<file path="config.mk">
export PLATFORM = sky130hd
export DESIGN_NAME = regfile_update_sched
export DESIGN_NICKNAME = d
export VERILOG_FILES = /design/src/rtl/regfile_update_sched.sv
export SDC_FILE = /design/constraint.sdc
export NUM_CORES = 1
export LEC_CHECK = 0
export BUFFER_PORTS_ARGS = -buffer_cell sky130_fd_sc_hd__buf_4
export CAP_MARGIN = 30
export CORE_MARGIN = 4
export CORE_UTILIZATION = 54
export CTS_BUF_LIST = sky130_fd_sc_hd__clkbuf_8
export DETAILED_ROUTE_END_ITERATION = 8
export GPL_TIMING_DRIVEN = 0
export PLACE_DENSITY = 0.82
export SYNTH_ARGS = -nofsm -noshare
export SYNTH_HDL_FRONTEND = slang
export SYNTH_HIERARCHICAL = 1
export SYNTH_SLANG_ARGS = --single-unit
</file>
<file path="constraint.sdc">
create_clock -name clk -period 2.7 [get_ports clk]
set_input_delay 0.81 -clock clk [delete_from_list [all_inputs] [get_ports clk]]
set_output_delay 0.81 -clock clk [all_outputs]
set_load 0.01 [all_outputs]
</file>
<file path="src/rtl/regfile_update_sched.sv">
// Write scheduler for the 16x16 register file: CPU writeback decode plus
// nunchuck X/Y staging into r10/r11 behind a one-cycle register-file lock.

module regfile_en_lane #(
  parameter int IDX = 0
) (
  input  logic       clk,
  input  logic       reset,
  input  logic       cpu_we,
  input  logic [3:0] cpu_waddr,
  output logic       en
);
  localparam logic [3:0] IDX_L    = 4'(IDX);
  // r10/r11 belong to the sensor path; the CPU can never enable them
  localparam bit         WRITABLE = (IDX != 10) && (IDX != 11);

  always_ff @(posedge clk or negedge reset)
    if (!reset) en <= 1'b0;
    else        en <= WRITABLE && cpu_we && (cpu_waddr == IDX_L);
endmodule

module regfile_update_sched #(
  parameter int DW       = 16,
  parameter int MIN_GAP  = 4,
  parameter int MAX_HOLD = 64
) (
  input  logic          clk,
  input  logic          reset,
  input  logic          cpu_we,
  input  logic [3:0]    cpu_waddr,
  input  logic [DW-1:0] cpu_wdata,
  input  logic          cpu_hold,
  input  logic          sens_valid,
  input  logic [DW-1:0] sens_x,
  input  logic [DW-1:0] sens_y,
  output logic          sens_ready,
  output logic [15:0]   reg_en,
  output logic [DW-1:0] alu_bus,
  output logic [DW-1:0] new_10,
  output logic [DW-1:0] new_11,
  output logic          reg_lock,
  output logic          cpu_err,
  output logic          hold_to
);
  localparam int NUM_REGS = 16;

  localparam logic [1:0] IDLE   = 2'd0;
  localparam logic [1:0] STAGE  = 2'd1;
  localparam logic [1:0] COMMIT = 2'd2;
  localparam logic [1:0] GAP    = 2'd3;

  localparam logic [7:0] HOLD_LAST = 8'(MAX_HOLD - 1);
  localparam logic [7:0] GAP_LAST  = 8'(MIN_GAP - 1);

  logic [1:0]    state;
  logic [DW-1:0] stage_x, stage_y;
  logic [7:0]    hold_cnt, gap_cnt;

  // CPU writeback path: one registered decode per register
  for (genvar g = 0; g < NUM_REGS; g++) begin : g_lane
    regfile_en_lane #(.IDX(g)) u_lane (
      .clk       (clk),
      .reset     (reset),
      .cpu_we    (cpu_we),
      .cpu_waddr (cpu_waddr),
      .en        (reg_en[g])
    );
  end

  always_ff @(posedge clk or negedge reset)
    if (!reset) begin
      alu_bus <= '0;
      cpu_err <= 1'b0;
    end else begin
      alu_bus <= cpu_wdata;
      cpu_err <= cpu_we && ((cpu_waddr == 4'd10) || (cpu_waddr == 4'd11));
    end

  assign sens_ready = (state == IDLE) && sens_valid;

  // reg_lock is registered so it drops only for the COMMIT cycle, glitch-free
  always_ff @(posedge clk or negedge reset)
    if (!reset) begin
      state    <= IDLE;
      stage_x  <= '0;
      stage_y  <= '0;
      hold_cnt <= '0;
      gap_cnt  <= '0;
      new_10   <= '0;
      new_11   <= '0;
      reg_lock <= 1'b1;
      hold_to  <= 1'b0;
    end else begin
      case (state)
        IDLE: if (sens_valid) begin
          stage_x  <= sens_x;
          stage_y  <= sens_y;
          hold_cnt <= '0;
          state    <= STAGE;
        end
        STAGE: if (!cpu_hold || hold_cnt == HOLD_LAST) begin
          new_10   <= stage_x;
          new_11   <= stage_y;
          reg_lock <= 1'b0;
          if (cpu_hold) hold_to <= 1'b1;
          state    <= COMMIT;
        end else begin
          hold_cnt <= hold_cnt + 8'd1;
        end
        COMMIT: begin
          reg_lock <= 1'b1;
          gap_cnt  <= '0;
          state    <= GAP;
        end
        GAP: begin
          gap_cnt <= gap_cnt + 8'd1;
          if (gap_cnt == GAP_LAST) state <= IDLE;
        end
        default: begin
          reg_lock <= 1'b1;
          state    <= IDLE;
        end
      endcase
    end
endmodule

</file>
==> reports/summary.txt, run 1 <==
Status: finished clean
Antenna Cells: 0
Pwr Total: 6.169 mW
Total setup buffers inserted after CTS: 0
CP Capture Type: primary output
Initial antenna violation count: 0
Die ar.: 10,200 µm²
Leak: 2.929 nW
HPWL Detailed: 6729 µm
TritonCTS clock tree: yes
Drt pass-1 iters: 4
Final Cycle Share: 95.49%
Hold Buf Count CTS: 0
First-pass GRT wire length: 15,940 µm
Initial Util: 56.26%
DRT Wirelength: 9642 µm
Largest area contributor in the netlist: dfrtp_1
Pin count of the biggest net entering global routing: 72
GR peak layer: met2
Endpoints failing hold: 0
Fin Setup TNS: 0 ns
Simple-gate share of the synthesized area: 11.04%
F_max: 387.9 MHz
Mean post-synth cell area: 14.19 µm²
FF+latch count, synth: 115
Cells after Synth: 329
Worst skew pair latency: 0.42 ns
Post-Synth Adder-Cell Area: 1.876%
WL per Instance: 16.43 µm
CTS max path bufs: 2
Row count: 33
Placer Congestion: 0.8000
Top cells by area, synth: dfrtp_1 61%, mux2_2 16%, ha_1 1.9%, nand2_1 1.6%, mux2i_1 1.3%
Slew @ Worst Pin: 0.8881 ns
RSZ-0062 raised after global routing: false
TritonCTS Sinks: 115
CP Launch Type: flop
PD cells: 1008 nW/µm²
Mux share of post-synthesis cell area: 16.96%
Number of CTS-inserted buffers: 17
CP Class: flop to primary output
Hold WC Path Type: input port to asynchronous set/reset pin
Fin. max-slew vios: 0
XOR/XNOR Fraction of Synth Area: 0%
Post-Syn Area: 4669 µm²
Largest family of logic cells by synthesized area: multiplexers
Worst Skew: 0.01533 ns
Layout cells sized above 1: 50.83%
Post-synthesis compound-gate area fraction: 5.413%
Layout area overhead: 31.08%
Total of max-cap violations: 0
Register area share after synthesis: 61.66%
Vias in the first global route: 3,326
Period minus WS final: 2.578 ns
Number of synthesized flops with an enable pin: 0
Fillcell total: 558
Antenna viol nets, final: 0
GRT met2 Usage: 32.41%
Rel. slew slack: 39.10%
WP data arrival: 1.77 ns
CP required: 1.89 ns
Post_cts resized: 1
Via count: 3,127
CP max FO: 15
Synth Warn #: 6
Synth top area share: 61.09%
GR Overflow Total: 0
1st-iter DRT viols: 122
Vias/cell: 5.327
Die Height: 101.0 µm
Setup violators final: 0
Fin nets: 533
Io pins: 125
Cells on worst reg2reg path: 7
Reg-to-reg slack, setup: 0.53 ns
Met1 Track Usage GR: 24.34%
Peak VDD IR: 0.6511 mV
Die W: 101.0 µm
Met3 usage: 8.720%
CTS root buffer: clkbuf_8
IO buf count: 121
Number of H-tree levels: 4
Post-synth ARST share: 100.0%
Core area: 8299 µm²
Synth Net Count: 393
Global-route usage over all layers: 20.28%
Top FF cell, synth: dfrtp_1
Drt drc: 0
Netlist cell types: 47
Clock transition at path regs: 0.07 ns
-- report_power, final --
part           internal, mW  switching [mW]  total [mW]
Clock                 0.838           0.694        1.53
Sequential             2.31           0.319        2.63
Combinational          1.12           0.887        2.01
Total                  4.27            1.90        6.17
-- area by class of cell --
type	count	area (µm²)	area share [%]
Buffer	13	108.9	1.778
Clock buffer	18	247.7	4.047
Clock inverter	14	137.6	2.249
Inverter	6	22.52	0.3679
Multi-Input combinational cell	194	1658	27.09
Sequential cell	115	2879	47.04
Tap cell	105	131.4	2.146
Timing Repair Buffer	122	935.9	15.29
-- cell usage in the layout (no fill, tap or decap), types with 2 or more instances in the layout --
| cell type | netlist | final |
|---|---|---|
| nor4_1 | 2 | 2 |
| o21ai_0 | 11 | 11 |
| and4b_1 | 3 | 3 |
| nor3b_2 | 4 | 4 |
| nand3_1 | 7 | 7 |
| nand4_1 | 5 | 5 |
| buf_4 | 3 | 124 |
| nand3b_4 | 3 | 3 |
| bufinv_16 | 0 | 2 |
| nand2b_1 | 3 | 3 |
| inv_6 | 0 | 2 |
| and3_1 | 2 | 2 |
| mux2_2 | 65 | 65 |
| nand3b_1 | 4 | 4 |
| clkinvlp_4 | 0 | 3 |
| a31oi_1 | 3 | 3 |
| mux2i_1 | 6 | 6 |
| nor3_2 | 3 | 3 |
| clkinv_2 | 0 | 5 |
| a21oi_1 | 8 | 8 |
| nand2_1 | 20 | 19 |
| buf_1 | 3 | 2 |
| a41oi_1 | 2 | 2 |
| dfrtp_1 | 114 | 114 |
| nor2_1 | 13 | 13 |
| clkbuf_8 | 1 | 19 |
| nor3_1 | 2 | 2 |
| o31ai_1 | 2 | 2 |
| ha_1 | 7 | 7 |
| a221o_1 | 2 | 2 |
| buf_6 | 5 | 5 |
| conb_1 | 2 | 2 |
| inv_1 | 6 | 7 |
-- worst max-delay path, stage by stage (launching register included) --
cell and delay (ns):
dfrtp_1 0.41, inv_1 0.14, ha_1 0.27, nand2_2 0.28
inv_1 0.13, buf_4 0.13
-- metal layers --
metal  part of all wire [%]  vias to the layer above
met5                      0                        -
met4                    1.9                        0
met3                    8.0                       16
met2                     51                      118
met1                     39                     1540
li1                       -                     1453
-- flip-flops by register name, indices dropped and copies added (netlist names) --
name	flops
reg_lock	1
state	2
gap_cnt	8
stage_y	16
alu_bus	16
hold_to	1
hold_cnt	8
cpu_err	1
new_11	16
stage_x	16
g_lane.u_lane/en	14
new_10	16
-- cells by family (layout without fill, tap and decap cells) --
kind of cell,count (synthesis),in the layout
other cells,2,2
flops,115,115
simple gates,78,78
fa+ha+maj,7,7
compound gates,36,36
mux,71,71
buf+inv,20,173
-- metrics by stage --
step	hold slack, ns	instances	util [%]	setup slack (ns)	instance area [µm²]
6_report	0.3857	587	73.75	0.1218	6121
3_5_place_dp	0.4733	556	69.12	-0.04518	5737
3_3_place_gp	0.4693	555	68.79	-0.04093	5709
2_1_floorplan	0.4516	329	-	0.4661	4669
4_1_cts	0.3956	587	73.75	0.1004	6121
5_1_grt	0.4038	587	73.75	0.006702	6121
-- synth_stat cells, types with 2 or more instances --
| library cell | instances |
|---|---|
| dfrtp_1 | 114 |
| mux2_2 | 65 |
| nand2_1 | 20 |
| nor2_1 | 13 |
| o21ai_0 | 11 |
| a21oi_1 | 8 |
| ha_1 | 7 |
| nand3_1 | 7 |
| inv_1 | 6 |
| mux2i_1 | 6 |
| buf_6 | 5 |
| nand4_1 | 5 |
| nand3b_1 | 4 |
| nor3b_2 | 4 |
| a31oi_1 | 3 |
| and4b_1 | 3 |
| buf_1 | 3 |
| buf_4 | 3 |
| nand2b_1 | 3 |
| nand3b_4 | 3 |
| nor3_2 | 3 |
| a221o_1 | 2 |
| a41oi_1 | 2 |
| and3_1 | 2 |
| conb_1 | 2 |
| nor3_1 | 2 |
| nor4_1 | 2 |
| o31ai_1 | 2 |
-- worst paths after layout --
| check | end | start |
|---|---|---|
| setup reg to reg | new_10[7] | state[1] |
| max in group asynchronous | reg_lock | reset |
| setup / recovery | sens_ready | state[0] |
| min in group clk | hold_to | hold_to |
| hold reg to reg | hold_to | hold_to |
| hold / removal | new_10[5] | reset |
No activity file was read; power rests on OpenSTA's default activity.
==> run 2: changes to the inputs <==
==> constraint.sdc (replaced) <==
create_clock -name clk -period 2.7 [get_ports clk]
set_input_delay 0.54 -clock clk [delete_from_list [all_inputs] [get_ports clk]]
set_output_delay 0.54 -clock clk [all_outputs]
set_load 0.01 [all_outputs]
==> reports/summary.txt, run 2 (synthesis results as in run 1) <==
WL per Instance: 16.41 µm
Number of CTS-inserted buffers: 17
GRT met2 Usage: 32.05%
Met1 Track Usage GR: 24.48%
PD cells: 1008 nW/µm²
WP data arrival: 1.99 ns
Clock Power Share: 24.9%
Placer Congestion: 0.8000
Layout area overhead: 31.03%
Antenna viol nets, final: 0
DP Area: 5737 µm²
FF-to-FF Start: state[0]
Leak: 2.929 nW
Status: finished clean
CTS root buffer: clkbuf_8
CP Class: flop to primary output
Setup violators final: 0
Cells on worst reg2reg path: 5
Endpoints failing hold: 0
Rel. slew slack: 38.94%
Final Cycle Share: 93.59%
Initial Util: 56.26%
Fin. max-slew vios: 0
CP required: 2.16 ns
Hold WC Path Type: input port to asynchronous set/reset pin
Worst r2r dst: stage_x[2]
Storage element area: 2879 µm²
GR peak layer: met2
Layout cells sized above 1: 50.62%
Fin nets: 533
CP max FO: 15
Peak VDD IR: 0.6514 mV
Vias in the first global route: 3,313
CTS max path bufs: 2
Most frequent cells in the layout: 124 x buf_4, 114 x dfrtp_1, 65 x mux2_2
Hold Buf Count CTS: 0
Initial antenna violation count: 0
IO buf count: 121
Net load switching power: 1.898 mW
Clock transition at path regs: 0.07 ns
Total of max-cap violations: 0
Footprint of the multi-input gates: 1655 µm²
GR Overflow Total: 0
Row count: 33
Number of H-tree levels: 4
F_max: 395.7 MHz
Via count: 3,130
TritonCTS clock tree: yes
Pwr Total: 6.166 mW
Leading cell type in the layout, fill and taps excluded: buf_4
First-pass GRT wire length: 15,900 µm
CP Launch Type: flop
Drt pass-1 iters: 4
Post_cts resized: 0
Met3 usage: 8.720%
Drt drc: 0
Vias/cell: 5.332
Global-route usage over all layers: 20.23%
Total setup buffers inserted after CTS: 0
Slew @ Worst Pin: 0.8905 ns
Worst skew pair latency: 0.42 ns
Io pins: 125
Final Instance Area: 6118 µm²
HPWL Detailed: 6729 µm
Core area: 8299 µm²
Period minus WS final: 2.527 ns
Reg-to-reg slack, setup: 0.36 ns
1st-iter DRT viols: 122
TritonCTS Sinks: 115
Fillcell total: 556
Die W: 101.0 µm
Seq pwr share: 42.6%
DRT Wirelength: 9632 µm
Pin count of the biggest net entering global routing: 72
Gate power share: 32.5%
Fin Setup TNS: 0 ns
Pint: 4.268 mW
Switching fraction of total power: 30.78%
CP Capture Type: primary output
Die ar.: 10,200 µm²
Die Height: 101.0 µm
Antenna Cells: 0
RSZ-0062 raised after global routing: false
Worst Skew: 0.01476 ns
-- run 2: cell counts in the layout (fill, tap and decap cells not counted) --
No cell type changed its count.
-- run 2: metal layers --
metal	share of wire (%)	vias up
li1	-	1456
met1	39	1548
met2	51	110
met3	7.8	16
met4	1.9	0
met5	0	-
-- run 2: worst max path at each step --
stage	start	end	slack, ns	depth (start not counted)
after floorplan	state[1]	new_10[10]	0.82	7
after global placement	state[0]	sens_ready	0.46	6
after detailed placement	state[0]	sens_ready	0.42	6
after CTS	state[0]	sens_ready	0.14	5
after global routing	state[0]	sens_ready	0.06	5
final	state[0]	sens_ready	0.17	5
-- run 2: critical path: stages (launching register included) --
cell and delay, ns:
dfrtp_1 0.40, inv_1 0.11, ha_1 0.26, nand2_1 0.52
inv_1 0.10, buf_4 0.17
-- run 2: power groups by stage --
| stage | logic [mW] | registers [mW] | clock network [mW] |
|---|---|---|---|
| floorplan | 1.12 | 2.70 | 0 |
| global route | 2.19 | 2.69 | 1.66 |
| detailed placement | 2.03 | 2.64 | 0 |
| global placement | 1.95 | 2.60 | 0 |
| CTS | 2.04 | 2.63 | 1.56 |
| finish | 2.00 | 2.63 | 1.53 |
-- run 2: stage by stage --
stage	worst slack [ns]	utilization, %	hold slack [ns]	std cells
after floorplan	0.8150	-	0.2444	329
after global placement	0.4621	68.79	0.4693	555
after detailed placement	0.4202	69.12	0.4733	556
after CTS	0.1418	73.72	0.1256	587
after global routing	0.05528	73.72	0.1338	587
final	0.1731	73.72	0.1163	587
-- run 2: area by class of cell --
type / count / area share, %
timing repair buffer: 122 / 15.30
inverter: 6 / 0.3681
buffer: 13 / 1.779
clock inverter: 14 / 2.249
clock buffer: 18 / 4.049
sequential: 115 / 47.06
tap: 105 / 2.147
multi-input combinational: 194 / 27.06
